[config.mk]
export PLATFORM = sky130hd
export DESIGN_NAME = key_press_det
export DESIGN_NICKNAME = d
export VERILOG_FILES = /design/src/rtl/key_press_det.sv
export SDC_FILE = /design/constraint.sdc
export NUM_CORES = 1
export LEC_CHECK = 0
export ABC_AREA = 1
export CAP_MARGIN = 10
export CORE_MARGIN = 1
export CORE_UTILIZATION = 55
export DETAILED_ROUTE_END_ITERATION = 6
export GPL_ROUTABILITY_DRIVEN = 0
export MAX_ROUTING_LAYER = met4
export PLACE_DENSITY = 0.84
export SYNTH_ARGS = -nofsm -noshare
export SYNTH_HDL_FRONTEND = slang
export SYNTH_SLANG_ARGS = --single-unit
[constraint.sdc]
create_clock -name in_clk -period 3.1 [get_ports in_clk]
set_clock_uncertainty 0.05 [all_clocks]
set_input_delay 0.31 -clock in_clk [delete_from_list [all_inputs] [get_ports in_clk]]
set_output_delay 0.31 -clock in_clk [all_outputs]
set_load 0.02 [all_outputs]
[src/rtl/key_press_det.sv]
// Rising-edge detector on a stretched key level with a per-key hold-off window.
module key_press_det #(
    parameter int unsigned HOLDOFF = 1000
) (
    input  logic in_clk,
    input  logic in_rst,
    input  logic in_key,
    output logic o_press
);

    localparam int unsigned CNT_W = $clog2(HOLDOFF + 1);

    logic             key_q, key_d;
    logic             press_q, press_d;
    logic [CNT_W-1:0] cnt_q, cnt_d;
    logic             edge_c;

    // Edge detect, accept only when the hold-off window has expired.
    always_comb begin
        key_d   = in_key;
        edge_c  = in_key & ~key_q;
        press_d = edge_c && (cnt_q == '0);
        cnt_d   = cnt_q;
        if (press_d) begin
            cnt_d = CNT_W'(HOLDOFF - 1);
        end else if (cnt_q != '0) begin
            cnt_d = cnt_q - CNT_W'(1);
        end
    end

    // History resets high so a key held through reset release is not a press.
    always_ff @(posedge in_clk or negedge in_rst) begin
        if (!in_rst) begin
            key_q   <= 1'b1;
            press_q <= 1'b0;
            cnt_q   <= '0;
        end else begin
            key_q   <= key_d;
            press_q <= press_d;
            cnt_q   <= cnt_d;
        end
    end

    assign o_press = press_q;

endmodule

### Word level (Yosys, flattened, before mapping)

Cells that the tools add are included.

* register bits: 12
* bits in latches: 0
* memory bits (writable): 0
* memory bits (read-only): 0
* bits of input ports: 3
* output and inout bits: 1
* logic and storage cells: 12
* memories kept: 0

* add/sub/neg operators: 1
* multipliers: 0
* divide/modulo/power cells: 0
* order comparisons: 0
* equal/unequal tests: 0
* shifts and indexed selects: 0
* muxes and demuxes: 2
* bitwise operators: 2
* reductions and logical operators: 4

Operators by type and width (number)
* 2-to-1 mux 10 bit: 2
* logical NOT 10 bit: 1
* nonzero test 10 bit: 1
* subtractor 10 x 1 -> 10 bit (second input constant): 1
* nonzero test 2 bit: 1
* bitwise AND 1 bit: 1
* logical AND 1 bit: 1
* inverter 1 bit: 1

### Longest topological paths before layout

* depth after elaboration: 4
* gate-level depth with buffers: 8
* depth with buffers taken out: 8

### Worst setup path after synthesis

OpenSTA, ideal clock, no wires.

* path kind: reg-to-reg
* start point: register cnt_q[0]
* end point: register cnt_q[8]
* setup time: 0.113 ns
* arrival time: 1.083 ns
* required time: 2.937 ns
* path slack: 1.854 ns
* cell stages (with the launch flop): 8
* path buffers: 0
* clock period less this slack: 1.246 ns
* cell sequence: dfrtp_1 inv_1 ha_1 nand2_1 o21ai_0 nand3_1 nand2_1 inv_1

* word-level cells in the longest chain between the ends: 3
* elaborated cells on any way between the ends: 7
* classes of those cells: add/sub: 1; mux: 2; reduce/logical: 4

RTL lines
* from (decl): RTL line 15 `logic [CNT_W-1:0] cnt_q, cnt_d;`
* from (signal assigned): RTL line 40 `cnt_q <= cnt_d;`
* subtractor 10 x 1 -> 10 bit or logical NOT 10 bit (tied branches): RTL line 27, 22
* 2-to-1 mux 10 bit or logical AND 1 bit (tied branches): RTL line 26, 22
* 2-to-1 mux 10 bit or nonzero test 2 bit (tied branches)

Several ways; a longest one is shown, not always the timed one. The select of a mux whose other input is x is not followed.
A chain may end at the register's enable or synchronous reset.

### Final worst setup path

* start point: register press_q (netlist: o_press)
* end point: output port o_press

RTL lines
* from (decl): RTL line 14 `logic press_q, press_d;`
* from (signal assigned): RTL line 39 `press_q <= press_d;`
* to (decl): RTL line 8 `output logic o_press`

No word-level cell between the ends.

==> impl_summary.md <==
Synth
Sequential cells were found to cover 39.2% of the synthesized design area. The count of unique library cells instantiated by Yosys is 21. Of the post-synthesis cell area, the dominant cell type holds 35.8%. The cell count after synthesis is 104. The number of warnings printed during yosys synthesis is 0. Counting flops and latches in the post-synthesis netlist gives 12.

Summed over all instances, the cell type with the most area after synthesis is dfrtp_1. The number of nets handed over by synthesis was between 100 and 150. By area the synthesized netlist is led by dfrtp_1, nand2_1, inv_1.

In this run the cell area of the synthesized design comes to 769 um^2. Averaged over all synthesized cells, the footprint is ~7.4 um^2.

Critical path
The critical path launch point type is a register. The reg-to-reg critical path startpoint is cnt_q[0]$_DFFE_PN0P_. On the critical path the largest part of the delay comes from buffers and inverters. The critical path goes through clkdlybuf4s50_1. Along the worst path, the maximum fanout reaches 1. The worst setup path is captured at a primary output. The endpoint identified for the worst register-to-register timing path is cnt_q[8]$_DFFE_PN0P_. The master of the slowest instance on the critical path is clkdlybuf4s50_1.

The data required time at the worst endpoint is between 2 and 3 ns. Data on the critical path arrives at its endpoint at 1.21 ns. Counting both buffers and inverters, the worst setup path holds a total of 1. Measured in cells, the most critical reg-to-reg path has a length of 7. The worst register-to-register path has a setup slack of approximately 1.7 ns. The worst setup path is of the register to primary output kind. In this design, the stage delay of the slowest critical-path cell is just over 0.6 ns.

Floorplanning
The die is 39.4 um tall. 4 I/O pins were placed. The width of the die is approximately 39 um. The core area is 1300 um^2.

The die outline area is between 1500 and 2000 um^2. The starting density of the core is around three fifths. The floorplan row count is 13.

STA
Final hold analysis gives a worst-case slack of 0.335 ns. The worst path in the final design needs a cycle of 1.57 ns, including I/O delays and setup. For the final routed database, the setup TNS stands at 0 ns. The final count of pins violating max slew is 0. The maximum frequency from static timing analysis is 0.637 GHz. For the pin with the worst max-slew slack, the measured transition is 0.557 ns. The count of final hold-check violations is 0. Of the available clock period, the critical path in the final layout requires 50.6%. Setup repair after global routing left no endpoint under its margin.

Setup violations remaining at the end of the flow were counted as 0. The least setup slack across all paths after layout is 1.53 ns. The headroom to the max-slew limit is 62.7%.

CTS
The number of gates resized after CTS is 0. The maximum buffer depth of the clock tree is 2. The root buffer cell is clkbuf_4.

Clock latency on the worst-skew pair, taken at its later pin, is 0.28 ns. The sink count of the clock tree is 12. The post-cts hold buffer count is 0. The number of levels the H-tree was split into is 1. After clock tree synthesis, the setup repair step added 0 buffers. The number of buffers inserted during clock tree synthesis is 3. The clock transition at the register clock pins on the worst setup and hold paths after CTS is 0.08 ns. TritonCTS built the clock tree.

Cells and area
The area growth from synthesis to layout is 9.76%. The share of cells above drive strength 1 is 17.1%. The top cell types in the final layout, fill and taps aside, are nand2_1, inv_1, dfrtp_1, nor2_1, nand3_1.

The count of antenna diodes in the layout is 0. The final-stage net count is roughly 120. The filler cells instantiated in the layout total 119. For this run, the share of the core covered by cells in the final layout is 64.9%.

The leading cell type in the layout, fill and taps excluded is nand2_1. The flip-flop and latch area is 302 um^2. Summing all multi-input logic gate instances after layout gives ~380 um^2.

GRT
The wire length of the first global-routing pass is 2390 um. The overall routing resource usage is about a quarter. The via count of the first global-routing pass was between 500 and 600.

After global routing the overflow that remains totals 0. Entering global routing, the biggest net connects 13 pins. The initial antenna violation count is 0.

Place
The worst slack after detailed placement is 1.53 ns. Summed over all nets, the half-perimeter wirelength after detailed placement is between 1000 and 1500 um. The number of I/O port buffers is 3.

Power and ir drop
The leakage power is 0.420 nW. Across the VDD grid, the largest voltage drop is between 0.0002 and 0.00025 V. The part of the power in combinational logic is 2.7%.

Summed over all nets, the switching power comes to 56.2 uW. The share of total power dissipated in the clock network is 38.0%. The internal power of the cells totals 210 uW. In this run the power density over the cells is 315 nW/um^2.

Of the total power, the share spent switching nets is 21.1%. The sequential share of power is roughly 59%.

Hold path
The class of the most critical hold timing path is input pin to asynchronous set/reset pin.

Route
The final route contains roughly 640 vias. In this run the remaining antenna-violating nets after routing total 0. The total length of routed wires is 1410 um. The first TritonRoute pass finished after 4 iterations. In the final routed layout, each cell accounts on average for 11.2 um. In this run, the number of DRC markers left after iteration 0 of detailed routing was 13. After detailed routing, the number of remaining DRC violations is 0. The detail-routed via count per cell is just over 5.

Outcome
The run finished with clean final reports.

Flow run
The reported max-cap violation count is 0.
## area by class of cell
type	instances	area share [%]
clock buffer	4	3.11
tap	15	2.22
inverter	22	10.1
multi-input combinational	70	45.3
timing repair buffer	3	3.56
sequential	12	35.7
## metrics by stage
step / area, um^2 / instances / total power [mW]
6_report: 845 / 126 / 0.266
5_1_grt: 845 / 126 / 0.279
4_1_cts: 845 / 126 / 0.268
3_5_place_dp: 818 / 122 / 0.168
3_3_place_gp: 818 / 122 / 0.168
2_1_floorplan: 769 / 104 / 0.162
## cell usage after synthesis, drive strengths merged
| cell type | instances |
|---|---|
| o21ai | 3 |
| clkinv | 1 |
| dfstp | 1 |
| nand2 | 30 |
| nand3 | 11 |
| xnor2 | 1 |
| o21a | 1 |
| a21oi | 1 |
| xor2 | 1 |
| nor2 | 16 |
| ha | 2 |
| nand4 | 4 |
| inv | 21 |
| dfrtp | 11 |
## power by group through the flow
stage	clock (mW)	sequential [mW]	combinational [mW]
after floorplan	0	0.161	0.00150
after global placement	0	0.161	0.00732
after detailed placement	0	0.161	0.00764
after CTS	0.103	0.158	0.00761
after global routing	0.113	0.158	0.00845
final	0.101	0.158	0.00730
## metal layers
metal,share of wire [%],wire [um],GRT usage (%)
met5,0,0,-
met2,47,659,38.1
met4,1.8,25,7.76
met1,48,677,30.0
met3,3.5,50,5.11
## worst max-delay path by stage
stage | from | endpoint | slack, ns | cells past startpoint
final | o_press$_DFF_PN0_ | o_press | 1.53 | 1
after global routing | o_press$_DFF_PN0_ | o_press | 1.50 | 1
after CTS | o_press$_DFF_PN0_ | o_press | 1.52 | 1
after detailed placement | in_key | cnt_q[6]$_DFFE_PN0P_ | 1.53 | 7
after global placement | in_key | cnt_q[6]$_DFFE_PN0P_ | 1.58 | 7
after floorplan | cnt_q[0]$_DFFE_PN0P_ | cnt_q[8]$_DFFE_PN0P_ | 1.85 | 7
## flip-flops by register name, indices dropped and copies added, names as in the netlist
name     cells
cnt_q       10
key_q        1
o_press      1
## logic make-up after synthesis
group,count (synthesis),share of synthesized area (%)
compound gates,5,3.58
xor+xnor,2,2.28
fa+ha+maj,2,3.25
buf+inv,22,11.1
flops,12,39.2
simple gates,61,40.6
Power figures use the tool's default switching activity.
